### config.mk
export PLATFORM = sky130hd
export DESIGN_NAME = tpu_host_if
export DESIGN_NICKNAME = d
export VERILOG_FILES = /design/src/rtl/tpu_host_if.sv
export SDC_FILE = /design/constraint.sdc
export NUM_CORES = 1
export LEC_CHECK = 0
export CAP_MARGIN = 10
export CORE_MARGIN = 2
export CORE_UTILIZATION = 40
export DETAILED_ROUTE_END_ITERATION = 8
export PLACE_DENSITY = 0.66
export SLEW_MARGIN = 25
export SYNTH_ARGS = -nofsm -noshare
export SYNTH_HDL_FRONTEND = slang
export SYNTH_SLANG_ARGS = --single-unit
### constraint.sdc
create_clock -name clk -period 2.4 [get_ports clk]
set_clock_uncertainty 0.2 [all_clocks]
set_input_delay 0.24 -clock clk [delete_from_list [all_inputs] [get_ports clk]]
set_output_delay 0.24 -clock clk [all_outputs]
set_load 0.01 [all_outputs]
### src/rtl/tpu_host_if.sv
// ============================================================================
// Module   : tpu_host_if
// Purpose  : Host register file and start/done sequencer for a 4x4 matrix array.
// Revision : 1.0 - initial release
// ============================================================================
`default_nettype none

module tpu_host_if #(
  parameter int DATA_WIDTH = 32,
  parameter int TIMEOUT    = 64
) (
  input  logic                  clk,
  input  logic                  rst_n,
  input  logic                  wr_en,
  input  logic                  rd_en,
  input  logic [3:0]            addr,
  input  logic [DATA_WIDTH-1:0] wdata,
  output logic [DATA_WIDTH-1:0] rdata,
  output logic                  rdata_valid,
  output logic                  irq,
  output logic [DATA_WIDTH-1:0] rowA0,
  output logic [DATA_WIDTH-1:0] rowA1,
  output logic [DATA_WIDTH-1:0] rowA2,
  output logic [DATA_WIDTH-1:0] rowA3,
  output logic [DATA_WIDTH-1:0] colB0,
  output logic [DATA_WIDTH-1:0] colB1,
  output logic [DATA_WIDTH-1:0] colB2,
  output logic [DATA_WIDTH-1:0] colB3,
  output logic                  go_bit,
  input  logic                  done_bit,
  input  logic [DATA_WIDTH-1:0] rowC0,
  input  logic [DATA_WIDTH-1:0] rowC1,
  input  logic [DATA_WIDTH-1:0] rowC2,
  input  logic [DATA_WIDTH-1:0] rowC3
);

  localparam logic [1:0] c_IDLE    = 2'd0;
  localparam logic [1:0] c_RUN     = 2'd1;
  localparam logic [1:0] c_CAPTURE = 2'd2;
  // The counter saturates at 255, so larger limits are clipped to stay reachable.
  localparam logic [8:0] c_TMO = (TIMEOUT > 255) ? 9'd255 : 9'(TIMEOUT);

  logic [1:0]            r_state;
  logic [DATA_WIDTH-1:0] r_a [4];
  logic [DATA_WIDTH-1:0] r_b [4];
  logic [DATA_WIDTH-1:0] r_c [4];
  logic                  r_done;
  logic                  r_tmo;
  logic [7:0]            r_cnt;
  logic [7:0]            r_last;

  logic                  w_busy;
  logic                  w_wr_ctrl;
  logic                  w_start;
  logic                  w_irq_clr;
  logic [8:0]            w_cnt_inc;
  logic [7:0]            w_cnt_sat;
  logic                  w_finish;
  logic                  w_tmo_hit;
  logic [DATA_WIDTH-1:0] w_status;
  logic [DATA_WIDTH-1:0] w_rd_mux;

  assign w_busy    = (r_state != c_IDLE);
  assign w_wr_ctrl = wr_en && (addr == 4'd12);
  assign w_start   = w_wr_ctrl && wdata[0] && !w_busy;
  assign w_irq_clr = w_wr_ctrl && wdata[1];
  assign w_cnt_inc = {1'b0, r_cnt} + 9'd1;
  assign w_cnt_sat = (r_cnt == 8'hFF) ? 8'hFF : w_cnt_inc[7:0];
  assign w_finish  = (r_state == c_RUN) && done_bit;
  // Completion takes precedence over a timeout landing on the same edge.
  assign w_tmo_hit = (r_state == c_RUN) && !done_bit && (w_cnt_inc >= c_TMO);
  assign w_status  = {{(DATA_WIDTH-16){1'b0}}, r_last, 5'd0, r_tmo, r_done, w_busy};

  always_ff @(posedge clk or negedge rst_n) begin
    if (!rst_n) begin
      r_state <= c_IDLE;
      r_done  <= 1'b0;
      r_tmo   <= 1'b0;
      r_cnt   <= 8'd0;
      r_last  <= 8'd0;
      for (int i = 0; i < 4; i++) r_c[i] <= '0;
    end else begin
      case (r_state)
        c_IDLE: begin
          if (w_start) begin
            r_state <= c_RUN;
            r_cnt   <= 8'd0;
            r_done  <= 1'b0;
            r_tmo   <= 1'b0;
          end
        end
        c_RUN: begin
          r_cnt <= w_cnt_sat;
          if (done_bit) begin
            r_state <= c_CAPTURE;
            r_done  <= 1'b1;
            r_last  <= w_cnt_sat;
            r_c[0]  <= rowC0;
            r_c[1]  <= rowC1;
            r_c[2]  <= rowC2;
            r_c[3]  <= rowC3;
          end else if (w_tmo_hit) begin
            r_state <= c_IDLE;
            r_tmo   <= 1'b1;
            r_last  <= w_cnt_sat;
          end
        end
        c_CAPTURE: r_state <= c_IDLE;
        default:   r_state <= c_IDLE;
      endcase
    end
  end

  always_ff @(posedge clk or negedge rst_n) begin
    if (!rst_n) begin
      irq <= 1'b0;
    end else if (w_finish || w_tmo_hit) begin
      irq <= 1'b1;
    end else if (w_irq_clr) begin
      irq <= 1'b0;
    end
  end

  always_ff @(posedge clk or negedge rst_n) begin
    if (!rst_n) begin
      for (int i = 0; i < 4; i++) begin
        r_a[i] <= '0;
        r_b[i] <= '0;
      end
    end else if (wr_en && !w_busy && !addr[3]) begin
      if (addr[2]) r_b[addr[1:0]] <= wdata;
      else         r_a[addr[1:0]] <= wdata;
    end
  end

  always_comb begin
    w_rd_mux = '0;
    case (addr[3:2])
      2'd0:    w_rd_mux = r_a[addr[1:0]];
      2'd1:    w_rd_mux = r_b[addr[1:0]];
      2'd2:    w_rd_mux = r_c[addr[1:0]];
      default: w_rd_mux = (addr == 4'd13) ? w_status : '0;
    endcase
  end

  always_ff @(posedge clk or negedge rst_n) begin
    if (!rst_n) begin
      rdata       <= '0;
      rdata_valid <= 1'b0;
    end else begin
      rdata_valid <= rd_en;
      if (rd_en) rdata <= w_rd_mux;
    end
  end

  assign go_bit = (r_state == c_RUN);
  assign rowA0  = r_a[0];
  assign rowA1  = r_a[1];
  assign rowA2  = r_a[2];
  assign rowA3  = r_a[3];
  assign colB0  = r_b[0];
  assign colB1  = r_b[1];
  assign colB2  = r_b[2];
  assign colB3  = r_b[3];

endmodule

`default_nettype wire

==> flow_summary.toml, run 1 <==
[clock_network]
cts_htree_levels = 2
insertion_delay_ps = 590
cts_made_buffers = 49
ctsLongestPathBuffers = 3
cts.sinks = 438
clk_pin_slew_worst_paths_ps = 60
tritoncts = "yes"
cts_root_buf = "clkbuf_16"
post_cts_resized = 0

[final_layout]
finalNetCount = 1933
fin_cells = 2465
final_util = 0.558
drive_gt1_frac = 0.340
fillers = 3997
syn_to_final_growth_pct = 38.5

[logic_synthesis]
synth_top_family_by_area = "multiplexers"
synth_area_mm2 = 0.0197
synth-async-reset-ratio = 1.00
ys_types = 56
synth_seq_cells = 438
synth-adder-area-share = 0.00127
synth_simple_gate_area_frac = 0.0251
ys_seq_area_frac = 0.558
synth_cells = 1242
synth_edf_count = 0
syn_nets = 1413
yosys_warnings = 0
synthMuxAreaShare = 0.349
synth_xor_area_frac = 0.000446
ys.flop_type = "dfrtp_1"
avgSynthCellArea_um2 = 15.8
synth_compound_area_frac = 0.0362

[routing]
via_per_inst = 5.37
drc = 0
first_iter_violations = 768
wl_per_cell_um = 25.4
firstDrtPassIters = 5
detail-route-antenna-nets = 0
vias = 13239
wl_um = 62500

[setup_path]
crit_arrival_ps = 1810
cp-start-kind = "register"
cp_max_fo = 4
crit_required_ps = 1960
cp_slowest_cell = "clkdlybuf4s50_1"
crit_buf_inv = 2
path_cells = "nand2b_1 -> inv_2 -> clkdlybuf4s50_1"
critPathMaxStageDelay_ps = 540
critPathKind = "register to output port"
cp-end-kind = "output port"
cp_top_family = "buffers and inverters"

[floorplanning]
die_area_mm2 = 0.0509
start_util = 0.403
fp.dieH_um = 226
core_area_mm2 = 0.0487
chipWidth_um = 226
ios = 460
num_rows = 81

[timing]
slew_viol_final = 0
finalHoldViolations = 0
fin_tns_setup_ps = 0
min_period_ps = 2250
fin_crit_sh = 0.938
rsz0062_at_grt = "no"
holdWs_ps = 50.9
max-slew-margin-rel = 0.556
fmaxAchievable_mhz = 444
tightestPinTransition_ps = 664
setup_violations = 0

[grt]
grt_max_degree = 70
track_usage = 0.250
first_global_vias = 14160
grt_antenna_before_repair = 2
overflow = 0
grt_pass1_wl_um = 93400

[worst_hold_path]
hold_class = "primary input to register"

[placement]
dp_cells = 2371
post-dp-hpwl_um = 45200
port_buffers = 459
gp_congestion = 0.854

[power]
max-vdd-ir-drop_uv = 620
power_density_mw_per_mm2 = 924
p_leak_uw = 0.0117

[flow_run]
maxCapViolations = 0

[status]
outcome = "finished clean"
## logic make-up (layout without fill, tap and decap cells)
| kind of cell | count (synthesis) | count (layout) |
|---|---|---|
| multiplexers | 514 | 514 |
| other | 0 | 1 |
| flip-flops | 438 | 438 |
| buffers and inverters | 97 | 655 |
| adder cells (fa/ha/maj) | 2 | 2 |
| AND/OR/NAND/NOR | 78 | 78 |
| AO/OA/AOI/OAI | 112 | 112 |
| XOR/XNOR | 1 | 1 |
## worst register-to-register path, delay by kind of cell (launching register included)
family,cells,cell delay (ps)
flops,1,450
compound gates,2,360
mux,1,300
simple gates,1,280
fa+ha+maj,1,260
buf+inv,1,180
## metal layers
| metal | global-route usage | routed length, µm | vias to the layer above |
|---|---|---|---|
| li1 | - | - | 5713 |
| met1 | 0.310 | 24400 | 6963 |
| met2 | 0.408 | 30600 | 438 |
| met3 | 0.0773 | 4870 | 123 |
| met4 | 0.101 | 2560 | 2 |
| met5 | 0 | 15 | - |
## placed cells by master (no fill, tap or decap), types with 4 or more instances in the layout
cell	Yosys	layout
nand3_1	4	4
clkbuf_16	0	51
clkbuf_1	19	14
and3_1	25	25
clkbuf_8	0	9
dfrtp_1	438	438
clkinv_2	0	9
mux4_2	96	96
mux2_2	317	317
inv_1	6	5
a21oi_1	25	25
nand2_1	13	12
o21ai_1	5	5
o21a_1	9	9
buf_4	10	73
mux2_4	5	5
clkdlybuf4s50_1	0	455
o21bai_1	5	5
mux2i_1	29	29
mux2_1	67	67
o21ai_0	34	34
a221oi_1	9	9
bufinv_16	0	4
buf_12	0	24
nor2_1	11	11
## through the flow
stage          setup WS [ps]  area (µm²)  power, µW
2_1_floorplan            209       19700      13300
3_3_place_gp            -177       25500      17500
3_5_place_dp            -208       25500      17600
4_1_cts                  111       27200      25400
5_1_grt                 81.2       27200      26300
6_report                 150       27200      25100
## worst paths after layout
check                                        end                    from  slack [ps]  cells after the start
min                          r_c[59]$_DFFE_PN0P_               rowC2[27]          50                      2
min reg2reg                  r_c[62]$_DFFE_PN0P_     r_c[62]$_DFFE_PN0P_         280                      1
min in group asynchronous    r_c[57]$_DFFE_PN0P_                   rst_n         110                      3
max in group asynchronous   rowA0[4]$_DFFE_PN0P_                   rst_n        1450                      4
max                                       go_bit  r_state[1]$_DFFE_PN0P_         150                      3
max reg2reg                r_last[5]$_DFFE_PN0P_    r_cnt[0]$_DFFE_PN0P_         260                      6
## sequential cells by signal (all words and copies together) (netlist names)
| signal | count |
|---|---|
| rowA3 | 32 |
| colB2 | 32 |
| r_cnt | 8 |
| r_c | 128 |
| rowA2 | 32 |
| r_done | 1 |
| rdata | 32 |
| colB0 | 32 |
| r_last | 8 |
| irq | 1 |
| colB1 | 32 |
| rowA0 | 32 |
| r_tmo | 1 |
| rowA1 | 32 |
| rdata_valid | 1 |
| r_state | 2 |
| colB3 | 32 |
## synthesized netlist by cell type, types with 5 or more instances
cell        n  area share
mux2_2    317        0.18
a221oi_1    9      0.0040
nor2_1     11      0.0021
nand2_1    13      0.0025
a21oi_1    25      0.0064
mux2_4      5      0.0038
o21ai_0    34      0.0087
mux2i_1    29       0.015
mux4_2     96        0.11
buf_4      10      0.0038
and3_1     25      0.0080
buf_2      40       0.010
o21ai_1     5      0.0013
o21a_1      9      0.0034
o21bai_1    5      0.0019
buf_6      20       0.011
mux2_1     67       0.038
dfrtp_1   438        0.56
clkbuf_1   19      0.0036
inv_1       6      0.0011
## where the power goes
group / switching, µW / leakage, µW / internal (µW)
Sequential: 1330 / 0.00546 / 9120
Combinational: 2750 / 0.00543 / 4280
Clock: 3070 / 0.000806 / 4590
## cell type report
cell class,instances,area [µm²],share of cell area
sequential,438,11000,0.403
multi-input combinational,707,8110,0.298
timing repair buffer,558,5650,0.207
clock buffer,74,1450,0.0534
tap,664,831,0.0305
clock inverter,15,181,0.00667
inverter,8,30.0,0.00110
antenna,1,2.50,0.0000920
## what timing repair did
item	CTS	global route
endpoints found under the setup margin	1	0
endpoints found under the hold margin	388	0
hold buffers	3	0
setup buffers	1	0
Note: power is estimated with default switching activity, not from simulation.
==> run 2, diff against run 1 <==
CTS_BUF_LIST = sky130_fd_sc_hd__clkbuf_4 sky130_fd_sc_hd__clkbuf_8   (was not set)
SLEW_MARGIN = 10   (was 25)
==> run 2 against run 1 <==
Compared with the run above:
- cell count increased by 6.1%
- combinational power up 2%
- utilization increased by 2.2 points
- flip-flop and latch count unchanged
- register-to-register slack about the same
- clock power decreased by 3.9%
- highest routed layer is now met4
- worst hold slack got worse by 8.6 ps
- critical path type unchanged
- die area unchanged
- non-clock buffer count is 106 higher
- setup slack improved by 73 ps
- via count increased by 3.8%
- routed wire length grew 2.9%
==> flow_summary.toml, run 2 (synthesis gave the netlist of run 1 again) <==
[final_layout]
syn_to_final_growth_pct = 43.9
drive_gt1_frac = 0.344
fillers = 3903
final_common_cell = "clkdlybuf4s50_1"
regMostFlops = "r_c"
largest_reg_flops = 128
fin_cells = 2615
antennaDiodeCount = 0
finalNetCount = 2068
layout_common_cells = "454 x clkdlybuf4s50_1, 438 x dfrtp_1, 317 x mux2_2"
final_util = 0.580

[flow_run]
maxCapViolations = 0

[setup_path]
cp_num_cells = 1
critPathMaxStageDelay_ps = 720
reg2reg_depth = 6
r2r_setup_slack_ps = 260
critPathKind = "register to output port"
cp-start-kind = "register"
crit_arrival_ps = 1740
cp_slowest_cell = "clkdlybuf4s50_1"
cp_max_fo = 3
crit_required_ps = 1960
setup.worst_path.end = "rowA1[31]"
rr_endpoint = "r_last[5]$_DFFE_PN0P_"
cp-end-kind = "output port"
path_cells = "clkdlybuf4s50_1"
crit_buf_inv = 1
crit-reg2reg-launch = "r_cnt[0]$_DFFE_PN0P_"
startpoint = "rowA1[31]$_DFFE_PN0P_"
cp_top_family = "buffers and inverters"

[clock_network]
ctsLongestPathBuffers = 3
cts_root_buf = "clkbuf_8"
clk_pin_slew_worst_paths_ps = 60
cts_htree_levels = 3
insertion_delay_ps = 660
cts.sinks = 438
tritoncts = "yes"
cts_made_buffers = 78

[floorplanning]
start_util = 0.403
ios = 460
die_area_mm2 = 0.0509
num_rows = 81
chipWidth_um = 226
core_area_mm2 = 0.0487
fp.dieH_um = 226

[routing]
vias = 13746
first_iter_violations = 863
wl_per_cell_um = 24.6
firstDrtPassIters = 5
wl_um = 64300
drc = 0
detail-route-antenna-nets = 0
via_per_inst = 5.26

[placement]
dp_cells = 2371
post-dp-hpwl_um = 45200
gp_congestion = 0.854
port_buffers = 459

[grt]
first_global_vias = 15024
grt_max_degree = 70
grt_antenna_before_repair = 0
overflow = 0
grt_pass1_wl_um = 96400
track_usage = 0.257

[power]
p_leak_uw = 0.0122
power_density_mw_per_mm2 = 883
max-vdd-ir-drop_uv = 551
finalPower_uw = 25000

[timing]
fmaxAchievable_mhz = 459
min_period_ps = 2180
rsz0062_at_grt = "no"
setup_violations = 0
tightestPinTransition_ps = 1160
fin_tns_setup_ps = 0
slew_viol_final = 0
max-slew-margin-rel = 0.223
finalHoldViolations = 0
fin_crit_sh = 0.907

[status]
outcome = "finished clean"

[worst_hold_path]
hold_class = "primary input to register"
## run 2: cell count changes in the layout (fill, tap and decap cells not counted), sizes merged
cell           delta
dlygate4sd3     +106
clkbuf           +50
clkinv            -5
clkinvlp          +3
bufinv            -2
clkdlybuf4s50     -1
diode             -1
dlymetal6s2s      +1
inv               -1
## run 2: worst min-delay path by stage
stage / depth (start not counted) / slack [ps] / end / from
3_5_place_dp: 1 / -7 / r_c[60]$_DFFE_PN0P_ / rst_n
3_3_place_gp: 1 / -20 / r_c[92]$_DFFE_PN0P_ / rst_n
5_1_grt: 2 / 6 / r_c[111]$_DFFE_PN0P_ / rowC0[15]
6_report: 2 / 40 / r_c[111]$_DFFE_PN0P_ / rowC0[15]
4_1_cts: 2 / 0.3 / r_c[40]$_DFFE_PN0P_ / rowC2[8]
2_1_floorplan: 0 / -260 / colB0[0]$_DFFE_PN0P_ / rst_n
## run 2: layout make-up
cell class / instances / area, µm² / share of cell area
Clock inverter: 10 / 110 / 0.00389
Inverter: 8 / 30.0 / 0.00106
Timing Repair Buffer: 664 / 6710 / 0.237
Multi-Input combinational cell: 707 / 8100 / 0.286
Sequential cell: 438 / 11000 / 0.387
Tap cell: 664 / 831 / 0.0294
Clock buffer: 124 / 1540 / 0.0546
## run 2: where the power goes
group,switching [µW],internal (µW),leakage [µW]
sequential,1330,9120,0.00546
clock,3090,4270,0.000869
combinational,2790,4390,0.00589
total,7210,17800,0.0122
## run 2: timing repair
item / in CTS / in global routing
resized for setup: 0 / 1
hold endpoints to repair: 554 / 1
pin swaps: 0 / 0
hold buffers: 108 / 1
endpoints found under the setup margin: 1 / 1
buffers inserted: 1 / 0
## run 2: per-stage QoR
stage | setup slack, ps | hold WS, ps | instance area (µm²)
after floorplan | 209 | -256 | 19700
after global placement | -177 | -19.6 | 25500
after detailed placement | -208 | -7.15 | 25500
after CTS | 34.2 | 0.349 | 28300
after global routing | 101 | 5.96 | 28300
final | 222 | 42.3 | 28300
## run 2: layer usage
layer  share of wire  routed length, µm  GRT usage
met5               0                  0          0
met4           0.031               1980     0.0878
met3           0.078               5020     0.0906
met2            0.50              32100      0.427
met1            0.39              25200      0.311
